===== config.mk =====
export PLATFORM = sky130hd
export DESIGN_NAME = ex_stage
export DESIGN_NICKNAME = d
export VERILOG_FILES = /design/src/rtl/asip_ex_pkg.sv /design/src/rtl/mod_mul_iter.sv /design/src/rtl/ex_stage.sv
export SDC_FILE = /design/constraint.sdc
export NUM_CORES = 1
export LEC_CHECK = 0
export CAP_MARGIN = 20
export CORE_ASPECT_RATIO = 0.7
export CORE_MARGIN = 10
export CORE_UTILIZATION = 30
export CTS_CLUSTER_SIZE = 10
export DETAILED_ROUTE_END_ITERATION = 8
export DONT_BUFFER_PORTS = 1
export GPL_TIMING_DRIVEN = 0
export SLEW_MARGIN = 20
export SYNTH_ARGS = -nofsm -noshare
export SYNTH_HDL_FRONTEND = slang
export SYNTH_SLANG_ARGS = --single-unit
export TNS_END_PERCENT = 30

===== constraint.sdc =====
create_clock -name clock -period 22.2 [get_ports clock]
set_input_delay 4.44 -clock clock [delete_from_list [all_inputs] [get_ports clock]]
set_output_delay 4.44 -clock clock [all_outputs]
set_load 0.005 [all_outputs]

===== src/rtl/asip_ex_pkg.sv =====
// asip_ex_pkg: shared types and helpers for the ASIP execute stage.
//   DATA_W     - datapath width
//   CNT_W      - width of the modular-multiply bit counter
//   alu_func_e - ALU function encoding carried in alu_func_ex
//   mm_state_e - modular-multiply sequencer states
//   fwd_sel_e  - operand forwarding source
//   fwd_select - forwarding source for one operand; MEM wins over WB, r0 never forwards
package asip_ex_pkg;

  localparam int DATA_W = 32;
  localparam int CNT_W  = $clog2(DATA_W);

  typedef enum logic [1:0] {
    ADD    = 2'b00,
    SUB    = 2'b01,
    MODMUL = 2'b10,
    SETMOD = 2'b11
  } alu_func_e;

  typedef enum logic [1:0] {
    IDLE = 2'b00,
    BUSY = 2'b01,
    DONE = 2'b10
  } mm_state_e;

  typedef enum logic [1:0] {
    REG = 2'b00,
    MEM = 2'b01,
    WB  = 2'b10
  } fwd_sel_e;

  function automatic fwd_sel_e fwd_select(input logic [4:0] idx,
                                          input logic [4:0] rw_mem,
                                          input logic       wr_en_mem,
                                          input logic [4:0] rw_wb,
                                          input logic       wr_en_wb);
    fwd_sel_e sel;
    sel = REG;
    if (idx != 5'd0) begin
      if (wr_en_mem && (rw_mem == idx)) begin
        sel = MEM;
      end else if (wr_en_wb && (rw_wb == idx)) begin
        sel = WB;
      end
    end
    return sel;
  endfunction

endpackage


===== src/rtl/mod_mul_iter.sv =====
// mod_mul_iter: iterative (a*b) mod m, interleaved shift-add, MSB of b first.
//   clock, reset - pipeline clock, synchronous active-high reset
//   start        - begin an operation (sampled only in IDLE)
//   a, b, m      - operands, latched on the start edge
//   busy         - high in the start cycle and all BUSY cycles
//   done         - high for the single cycle in which p is the result
//   p            - current partial product (the result while done=1)
module mod_mul_iter
  import asip_ex_pkg::*;
#(
  parameter int N = DATA_W
) (
  input  logic         clock,
  input  logic         reset,
  input  logic         start,
  input  logic [N-1:0] a,
  input  logic [N-1:0] b,
  input  logic [N-1:0] m,
  output logic         busy,
  output logic         done,
  output logic [N-1:0] p
);

  localparam int CW = $clog2(N);

  mm_state_e    state_q, state_d;
  logic [N-1:0] a_q, a_d, b_q, b_d, m_q, m_d;
  logic [N+1:0] p_q, p_d;
  logic [CW-1:0] count_q, count_d;

  logic [N+1:0] m_ext, p_dbl, p_add, p_sub1, p_step;

  // One reduction step. With a < m the sum 2P + a stays below 3m, so two
  // conditional subtractions bring it back under m. A zero modulus would make
  // the subtractions no-ops, so the product is pinned to zero instead.
  always_comb begin
    m_ext  = {2'b00, m_q};
    p_dbl  = p_q << 1;
    p_add  = b_q[count_q] ? (p_dbl + {2'b00, a_q}) : p_dbl;
    p_sub1 = (p_add >= m_ext) ? (p_add - m_ext) : p_add;
    p_step = (p_sub1 >= m_ext) ? (p_sub1 - m_ext) : p_sub1;
    if (m_q == '0) begin
      p_step = '0;
    end
  end

  always_ff @(posedge clock) begin
    if (reset) begin
      state_q <= IDLE;
      a_q     <= '0;
      b_q     <= '0;
      m_q     <= '0;
      p_q     <= '0;
      count_q <= '0;
    end else begin
      state_q <= state_d;
      a_q     <= a_d;
      b_q     <= b_d;
      m_q     <= m_d;
      p_q     <= p_d;
      count_q <= count_d;
    end
  end

  // Operands are captured once at start so forwarding changes during BUSY
  // cannot disturb the running product.
  always_comb begin
    state_d = state_q;
    a_d     = a_q;
    b_d     = b_q;
    m_d     = m_q;
    p_d     = p_q;
    count_d = count_q;
    unique case (state_q)
      IDLE: begin
        if (start) begin
          a_d     = a;
          b_d     = b;
          m_d     = m;
          p_d     = '0;
          count_d = CW'(N - 1);
          state_d = BUSY;
        end
      end
      BUSY: begin
        p_d = p_step;
        if (count_q == '0) begin
          state_d = DONE;
        end else begin
          count_d = count_q - 1'b1;
        end
      end
      DONE: begin
        state_d = IDLE;
      end
      default: begin
        state_d = IDLE;
      end
    endcase
  end

  assign busy = (state_q == BUSY) || ((state_q == IDLE) && start);
  assign done = (state_q == DONE);
  assign p    = p_q[N-1:0];

endmodule


===== src/rtl/ex_stage.sv =====
// ex_stage: execute stage of the RSA-decryption ASIP pipeline.
//   clock, reset                  - pipeline clock, synchronous active-high reset
//   rda_ex, rdb_ex, extended_ex   - register operands and immediate from ID/EX
//   ra_ex, rb_ex, rw_ex           - source/destination register indices
//   wr_en_ex, wm_ex, wd_selector_ex, opb_selector_ex, alu_func_ex - decoded controls
//   rw_mem/wb, wr_en_mem/wb, result_mem/wb - forwarding sources
//   alu_result, store_data, rw_out, wr_en_out, wm_out, wd_selector_out - to EX/MEM
//   stall                         - holds PC, IF/ID and ID/EX during MODMUL
module ex_stage
  import asip_ex_pkg::*;
#(
  parameter int N = DATA_W
) (
  input  logic         clock,
  input  logic         reset,
  input  logic [N-1:0] rda_ex,
  input  logic [N-1:0] rdb_ex,
  input  logic [N-1:0] extended_ex,
  input  logic [4:0]   ra_ex,
  input  logic [4:0]   rb_ex,
  input  logic [4:0]   rw_ex,
  input  logic         wr_en_ex,
  input  logic         wm_ex,
  input  logic         wd_selector_ex,
  input  logic         opb_selector_ex,
  input  logic [1:0]   alu_func_ex,
  input  logic [4:0]   rw_mem,
  input  logic [4:0]   rw_wb,
  input  logic         wr_en_mem,
  input  logic         wr_en_wb,
  input  logic [N-1:0] result_mem,
  input  logic [N-1:0] result_wb,
  output logic [N-1:0] alu_result,
  output logic [N-1:0] store_data,
  output logic [4:0]   rw_out,
  output logic         wr_en_out,
  output logic         wm_out,
  output logic         wd_selector_out,
  output logic         stall
);

  alu_func_e    func;
  logic [N-1:0] fwd_a, fwd_b, op_b, mod_q, mm_p, alu_raw;
  logic         mm_start, mm_busy, mm_done, stall_int;

  assign func = alu_func_e'(alu_func_ex);

  always_comb begin
    unique case (fwd_select(ra_ex, rw_mem, wr_en_mem, rw_wb, wr_en_wb))
      MEM:     fwd_a = result_mem;
      WB:      fwd_a = result_wb;
      default: fwd_a = rda_ex;
    endcase
  end

  always_comb begin
    unique case (fwd_select(rb_ex, rw_mem, wr_en_mem, rw_wb, wr_en_wb))
      MEM:     fwd_b = result_mem;
      WB:      fwd_b = result_wb;
      default: fwd_b = rdb_ex;
    endcase
  end

  assign op_b     = opb_selector_ex ? extended_ex : fwd_b;
  assign mm_start = (func == MODMUL) && !reset;

  mod_mul_iter #(.N(N)) u_mod_mul (
    .clock (clock),
    .reset (reset),
    .start (mm_start),
    .a     (fwd_a),
    .b     (op_b),
    .m     (mod_q),
    .busy  (mm_busy),
    .done  (mm_done),
    .p     (mm_p)
  );

  // Modulus register; a MODMUL issued right after SETMOD sees the new value
  // because the multiplier latches m on the following edge.
  always_ff @(posedge clock) begin
    if (reset) begin
      mod_q <= '0;
    end else if (func == SETMOD) begin
      mod_q <= fwd_a;
    end
  end

  always_comb begin
    alu_raw = '0;
    unique case (func)
      ADD:     alu_raw = fwd_a + op_b;
      SUB:     alu_raw = fwd_a - op_b;
      SETMOD:  alu_raw = fwd_a;
      MODMUL:  alu_raw = mm_done ? mm_p : '0;
      default: alu_raw = '0;
    endcase
  end

  // While stalled the EX/MEM register must latch a bubble, so the write
  // enables and result are squashed; reset zeroes every output.
  assign stall_int       = mm_busy && !reset;
  assign stall           = stall_int;
  assign alu_result      = (reset || stall_int) ? '0 : alu_raw;
  assign store_data      = reset ? '0 : fwd_b;
  assign rw_out          = reset ? 5'd0 : rw_ex;
  assign wr_en_out       = wr_en_ex && !reset && !stall_int;
  assign wm_out          = wm_ex && !reset && !stall_int;
  assign wd_selector_out = wd_selector_ex && !reset;

endmodule


==> impl_metrics.csv, run 1 <==
group,metric,value,unit
run_status,status,"completed",
global_routing,antenna_found_initial,1,
critical_path,rr_worst_depth,35,
timing,max_freq,59.2,MHz
clock_tree,ctsHoldBuffers,0,
die,row_count,73,
drt,viasPerCell,5.88,
critical_path,r2r-end,"u_mod_mul.p_q[3]",
timing,skew,0.0122,ns
logic_synthesis,synth_edf_count,0,
power_and_ir_drop,power,3.43,mW
critical_path,cpMaxStageDelayCell,"nor4_1",
timing,rsz0062_at_grt,"false",
cells_and_area,area.growth.synth_to_final,9.10,%
global_routing,grt_pass1_wl,110000,um
logic_synthesis,async_reset_ff_share,0,%
logic_synthesis,synth_top_area_share,19.5,%
logic_synthesis,yosys-top-cells-count,"nand2_1 (394), a21oi_1 (177), dfxtp_1 (168), nor2_1 (168), o21ai_0 (158)",
timing,period_needed,16.89,ns
clock_tree,clock_latency,0.45,ns
place,port_buffers,0,
die,die_w,307,um
critical_path,cp_top_family,"simple AND/OR/NAND/NOR gates",
clock_tree,max-clock-path-buffers,2,
critical_path,reg2reg_from,"u_mod_mul.count_q[2]",
logic_synthesis,synthCells,2382,
timing,max_slew_margin,21.6,%
global_routing,grt_overflow,0,
timing,tightest_slew,1.17,ns
logic_synthesis,ys_types,85,
global_routing,grt_max_degree,17,
power_and_ir_drop,p_leak,7.71,nW
critical_path,crit_path_max_fanout,10,
min_path,min_path_type,"flop to flop",
cells_and_area,finalNetCount,2734,
clock_tree,cts_setup_buffers,0,
logic_synthesis,synthAdderAreaFrac,10.1,%
critical_path,arrival,12.45,ns
power_and_ir_drop,p_sw,1.80,mW
critical_path,cp_data_required_time,17.76,ns
power_and_ir_drop,power_density,182,nW/um2
logic_synthesis,synth.largest_area_cell,"dfxtp_1",
place,routabilityCongestion,0.976,
logic_synthesis,postSynthAreaPerCell,7.25,um2
timing,hold_viol,0,
power_and_ir_drop,clkPwrFrac,9.5,%
logic_synthesis,synth_xor_area_share,7.71,%
drt,antenna_left,0,
clock_tree,cts_max_level,4,
drt,vias,18592,
die,io_pins,268,
timing,fin_crit_sh,76.1,%
timing,final-setup-viol-count,0,
power_and_ir_drop,ir_worst_vdd,0.175,mV
critical_path,cp-start-kind,"input pin",
critical_path,cp_num_cells,25,
logic_synthesis,synth_compound_area_share,26.7,%
logic_synthesis,ys_seq_area_share,19.5,%
timing,slew_viol_final,0,
power_and_ir_drop,pwr-share-comb,80.5,%
critical_path,path_class,"input pin to output pin",
power_and_ir_drop,switching_share,52.5,%
logic_synthesis,ys_ff_latch,168,
logic_synthesis,synthSimpleGateAreaFrac,24.6,%
cells_and_area,drive_above_1_share,3.56,%
global_routing,track_usage,21.4,%
logic_synthesis,synth_ff_type,"dfxtp_1",
critical_path,crit_buf_inv,6,
logic_synthesis,yosys_warnings,0,
cells_and_area,n_antenna_cell,0,
timing,setup_tns,0,ns
die,start_util,30.4,%
clock_tree,clk_pin_slew,0.07,ns
logic_synthesis,synth_area,17300,um2
drt,drt-wirelength-per-cell,23.8,um
critical_path,end_kind,"output pin",
drt,firstDrtPassIters,6,
die,die_area,67700,um2
clock_tree,cts_tree,"yes",
logic_synthesis,synth_top_family_by_area,"compound AO/OA/AOI/OAI gates",
clock_tree,cts_resized,0,
die,core_area,56900,um2
cells_and_area,final_util,33.1,%
critical_path,cp-endpoint,"alu_result[22]",
logic_synthesis,synth.mux.area_fraction,6.32,%
clock_tree,cts-root-buf,"clkbuf_16",
logic_synthesis,yosys-top-cells-area,"dfxtp_1 (19%), ha_1 (9.6%), nand2_1 (8.6%)",
global_routing,grt_pass1_vias,16834,
power_and_ir_drop,share_seq_of_total_power,9.9,%
drt,drtIter0Drc,2556,
critical_path,crit_start,"opb_selector_ex",
die,die_h,221,um
drt,remaining_drc_errors,0,
critical_path,critPathMaxStageDelay,0.85,ns
power_and_ir_drop,internal_power,1.63,mW
critical_path,rrSetupSlack,10.77,ns
clock_tree,cts_buffers,17,
logic_synthesis,syn_nets,2714,
place,hpwl,63000,um
job,drv_cap,0,
logic_synthesis,yosysMostFrequentCell,"nand2_1",
clock_tree,cts.sinks,168,
drt,drt_wl_total,75200,um
-- through the flow --
stage	worst slack, ns	cells	area [um2]	hold WS (ns)
CTS	5.64	3163	18800	0.452
global placement	5.71	3132	18200	0.438
detailed placement	5.67	3132	18200	0.442
finish	5.31	3164	18800	0.456
global route	4.79	3164	18800	0.473
floorplan	7.77	2382	17300	0.416
-- power by group through the flow --
| stage | registers [mW] | logic, mW | clock network (mW) |
|---|---|---|---|
| 6_report | 0.341 | 2.76 | 0.327 |
| 5_1_grt | 0.343 | 3.03 | 0.337 |
| 4_1_cts | 0.341 | 2.72 | 0.327 |
| 3_5_place_dp | 0.348 | 2.70 | 0 |
| 3_3_place_gp | 0.348 | 2.70 | 0 |
| 2_1_floorplan | 0.339 | 2.06 | 0 |
-- cells in the final DEF (no fill, tap or decap), types with 24 or more instances in the layout --
cell type | Yosys | layout
a22oi_1 | 42 | 42
nor2b_1 | 42 | 42
nand3b_1 | 68 | 68
nor3_1 | 40 | 40
dfxtp_1 | 168 | 168
o31ai_1 | 44 | 44
nand3_1 | 35 | 35
xnor2_1 | 98 | 98
mux2_1 | 30 | 30
o21ai_0 | 158 | 157
xor2_1 | 54 | 54
ha_1 | 133 | 133
nand4_1 | 24 | 24
o21ai_1 | 30 | 31
mux2i_1 | 39 | 39
nor2_1 | 168 | 168
clkbuf_1 | 116 | 117
a21oi_1 | 177 | 177
inv_1 | 84 | 84
a21o_1 | 54 | 54
nand2_1 | 394 | 394
-- worst register-to-register path, delay by kind of cell (launching register included) --
family,cells,cell delay (ns)
AO/OA/AOI/OAI,14,4.81
flip-flops,1,0.38
AND/OR/NAND/NOR,8,1.70
multiplexers,3,0.73
buffers and inverters,7,2.64
adder cells (fa/ha/maj),3,1.04
-- cell type report --
type                            instances  area, um2
Multi-Input combinational cell       1989      13000
Tap cell                              750        938
Fill cell                            6148      38100
Timing Repair Buffer                    1       7.51
Clock inverter                         13        178
Sequential cell                       168       3360
Buffer                                141        574
Clock buffer                           18        429
Inverter                               84        315
-- per-layer routing --
metal | GRT usage (%) | wire length, um | vias up
li1 | - | - | 8662
met5 | 0 | 0 | -
met4 | 3.03 | 774 | 0
met2 | 28.7 | 28300 | 1022
met1 | 33.1 | 36600 | 8834
met3 | 6.27 | 9470 | 74
-- sequential cells by signal, indices dropped and copies added (netlist names) --
| name | count |
|---|---|
| mod_q | 32 |
| u_mod_mul.a_q | 32 |
| u_mod_mul.b_q | 32 |
| u_mod_mul.count_q | 5 |
| u_mod_mul.m_q | 32 |
| u_mod_mul.p_q | 33 |
| u_mod_mul.state_q | 2 |
-- worst min-delay path by stage --
stage | startpoint | end | slack (ns) | cells past startpoint
after floorplan | mod_q[0] | u_mod_mul.m_q[0] | 0.42 | 2
final | mod_q[14] | mod_q[14] | 0.46 | 2
after global routing | mod_q[15] | mod_q[15] | 0.47 | 2
after CTS | mod_q[0] | u_mod_mul.m_q[0] | 0.45 | 2
after global placement | mod_q[8] | u_mod_mul.m_q[8] | 0.44 | 2
after detailed placement | mod_q[0] | u_mod_mul.m_q[0] | 0.44 | 2
-- logic make-up (layout without fill, tap and decap cells) --
family                     after synthesis  after routing
buffers and inverters                  225            257
xor gates and xnor gates               152            152
and+or+nand+nor                        892            892
muxes                                   94             94
DFF                                    168            168
adders and majority gates              137            137
AOI/OAI and AO/OA                      714            714
Note: power is estimated with default switching activity, not from simulation.
==> run 2: changes to the inputs <==
--- a/config.mk
+++ b/config.mk
@@ -5,6 +5,7 @@
 export SDC_FILE = /design/constraint.sdc
 export NUM_CORES = 1
 export LEC_CHECK = 0
+export ABC_AREA = 1
 export CAP_MARGIN = 20
 export CORE_ASPECT_RATIO = 0.7
 export CORE_MARGIN = 10
==> constraint.sdc (replaced) <==
create_clock -name clock -period 17.3 [get_ports clock]
set_input_delay 3.46 -clock clock [delete_from_list [all_inputs] [get_ports clock]]
set_output_delay 3.46 -clock clock [all_outputs]
set_load 0.005 [all_outputs]
==> impl_metrics.csv, run 2 <==
group,metric,value,unit
timing,fin_crit_sh,79.9,%
place,hpwl,77900,um
clock_tree,cts-root-buf,"clkbuf_16",
drt,viasPerCell,5.41,
min_path,worst_hold_path.endpoint,"mod_q[19]",
die,die_area,72500,um2
drt,drtIter0Drc,3173,
logic_synthesis,synth_top_area_share,18.3,%
timing,max_slew_margin,16.3,%
logic_synthesis,yosysMostFrequentCell,"nand2_1",
timing,period_needed,13.82,ns
logic_synthesis,yosys-top-cells-count,"nand2_1 (906), inv_1 (420), a21oi_1 (298)",
timing,tightest_slew,1.24,ns
timing,max_freq,72.4,MHz
clock_tree,cts_tree,"yes",
logic_synthesis,synth_ff_type,"dfxtp_1",
drt,antenna_left,0,
place,port_buffers,0,
critical_path,arrival,10.36,ns
critical_path,critPathMaxStageDelay,0.50,ns
place,routabilityCongestion,1.00,
global_routing,grt_max_degree,18,
drt,vias,22055,
global_routing,grt_pass1_vias,19494,
logic_synthesis,synth_area,18600,um2
drt,firstDrtPassIters,8,
critical_path,end_kind,"output pin",
die,core_area,61400,um2
critical_path,cpMaxStageDelayCell,"clkbuf_1",
die,row_count,76,
critical_path,cp_data_required_time,13.84,ns
die,die_w,318,um
logic_synthesis,ys_ff_latch,168,
global_routing,grt_overflow,0,
critical_path,r2r-end,"u_mod_mul.p_q[32]",
run_status,status,"completed",
cells_and_area,final_cell_mix,"nand2_1 (906), inv_1 (420), a21oi_1 (298)",
cells_and_area,area.growth.synth_to_final,8.82,%
clock_tree,cts_resized,0,
timing,skew,0.0211,ns
critical_path,path_common_cell,"nor2_1",
cells_and_area,layout_commonest_cell,"nand2_1",
cells_and_area,finalNetCount,3579,
job,drv_cap,0,
timing,final-setup-viol-count,0,
timing,setup_tns,0,ns
die,start_util,30.3,%
die,die_h,228,um
timing,final.setup.worst_slack,3.48,ns
clock_tree,max-clock-path-buffers,2,
timing,slew_viol_final,0,
clock_tree,clk_pin_slew,0.07,ns
logic_synthesis,yosys_warnings,0,
critical_path,cp-start-kind,"input pin",
critical_path,rrSetupSlack,7.89,ns
global_routing,antenna_found_initial,1,
clock_tree,cts_buffers,17,
logic_synthesis,postSynthAreaPerCell,5.76,um2
logic_synthesis,synth.largest_area_cell,"nand2_1",
clock_tree,clock_latency,0.47,ns
cells_and_area,top_register,"u_mod_mul.p_q",
timing,hold_viol,0,
min_path,hp-start,"mod_q[19]",
drt,remaining_drc_errors,0,
cells_and_area,drive_above_1_share,2.82,%
critical_path,reg2reg_from,"u_mod_mul.count_q[1]",
critical_path,crit_buf_inv,5,
drt,drt_wl_total,89800,um
min_path,min_path_type,"flop to flop",
clock_tree,cts_setup_buffers,0,
clock_tree,ctsHoldBuffers,0,
logic_synthesis,async_reset_ff_share,0,%
logic_synthesis,ys_types,50,
critical_path,crit_path_max_fanout,10,
clock_tree,cts.sinks,168,
clock_tree,cts_max_level,4,
logic_synthesis,ys_seq_area_share,18.1,%
critical_path,rr_worst_depth,39,
cells_and_area,largest_reg_flops,33,
timing,rsz0062_at_grt,"false",
die,io_pins,268,
critical_path,cp_top_family,"compound AO/OA/AOI/OAI gates",
logic_synthesis,synthCells,3225,
logic_synthesis,synth_edf_count,0,
global_routing,track_usage,23.5,%
critical_path,path_class,"input pin to output pin",
logic_synthesis,yosys-top-cells-area,"nand2_1 (18%), dfxtp_1 (18%), ha_1 (9.0%)",
logic_synthesis,syn_nets,3557,
drt,drt-wirelength-per-cell,22.0,um
global_routing,grt_pass1_wl,131000,um
min_path,hold_depth,2,
place,place_worst_setup_slack,3.95,ns
==> run 2: kinds of logic (layout without fill, tap and decap cells) <==
kind of cell	count (synthesis)	count (layout)	share of synthesized area, %
simple gates	1558	1558	34.8
xor+xnor	117	117	5.51
other cells	0	1	0
fa+ha+maj	137	137	9.38
compound gates	693	693	20.7
buf+inv	552	587	11.5
flops	168	168	18.1
==> run 2: worst reg2reg max path: cells and delay by family, from the launching register on <==
kind | cells | cell delay, ns
fa+ha+maj | 3 | 1.05
buf+inv | 7 | 1.81
simple gates | 20 | 3.42
flops | 1 | 0.33
compound gates | 9 | 2.65
==> run 2: worst max-delay path by stage <==
stage	startpoint	endpoint	slack, ns	depth (start not counted)
final	rw_wb[3]	alu_result[31]	3.48	29
after global routing	rw_wb[3]	alu_result[31]	3.27	29
after CTS	rw_wb[3]	alu_result[31]	3.94	29
after detailed placement	rw_wb[3]	alu_result[31]	3.95	29
after global placement	rw_wb[3]	alu_result[31]	3.84	29
after floorplan	rw_mem[0]	alu_result[31]	6.25	32
==> run 2: final cells by class <==
cell class / count / area, um2
Clock buffer: 17 / 425
Clock inverter: 15 / 153
Tap cell: 819 / 1020
Antenna cell: 1 / 2.50
Buffer: 124 / 529
Timing Repair Buffer: 3 / 20.0
Multi-Input combinational cell: 2505 / 13100
Inverter: 428 / 1610
Sequential cell: 168 / 3360
Fill cell: 7061 / 41200
==> run 2: per-layer routing <==
metal	share of wire (%)	vias to the layer above	GRT usage, %
li1	-	10633	-
met1	50	10312	36.9
met2	36	1048	30.0
met3	12	62	8.02
met4	0.92	0	2.93
met5	0	-	0
==> run 2: per-stage QoR <==
step,instance area (um2),hold WS [ns],util [%],cells
floorplan,18600,0.442,-,3225
global placement,19600,0.454,31.9,4044
detailed placement,19600,0.454,32.0,4047
CTS,20200,0.465,32.9,4079
global route,20200,0.477,32.9,4079
finish,20200,0.466,32.9,4080
Power of run 2 is left out: the tool's default activity adds up to more than one toggle a clock period on the data nets, which glitch-free logic cannot reach.
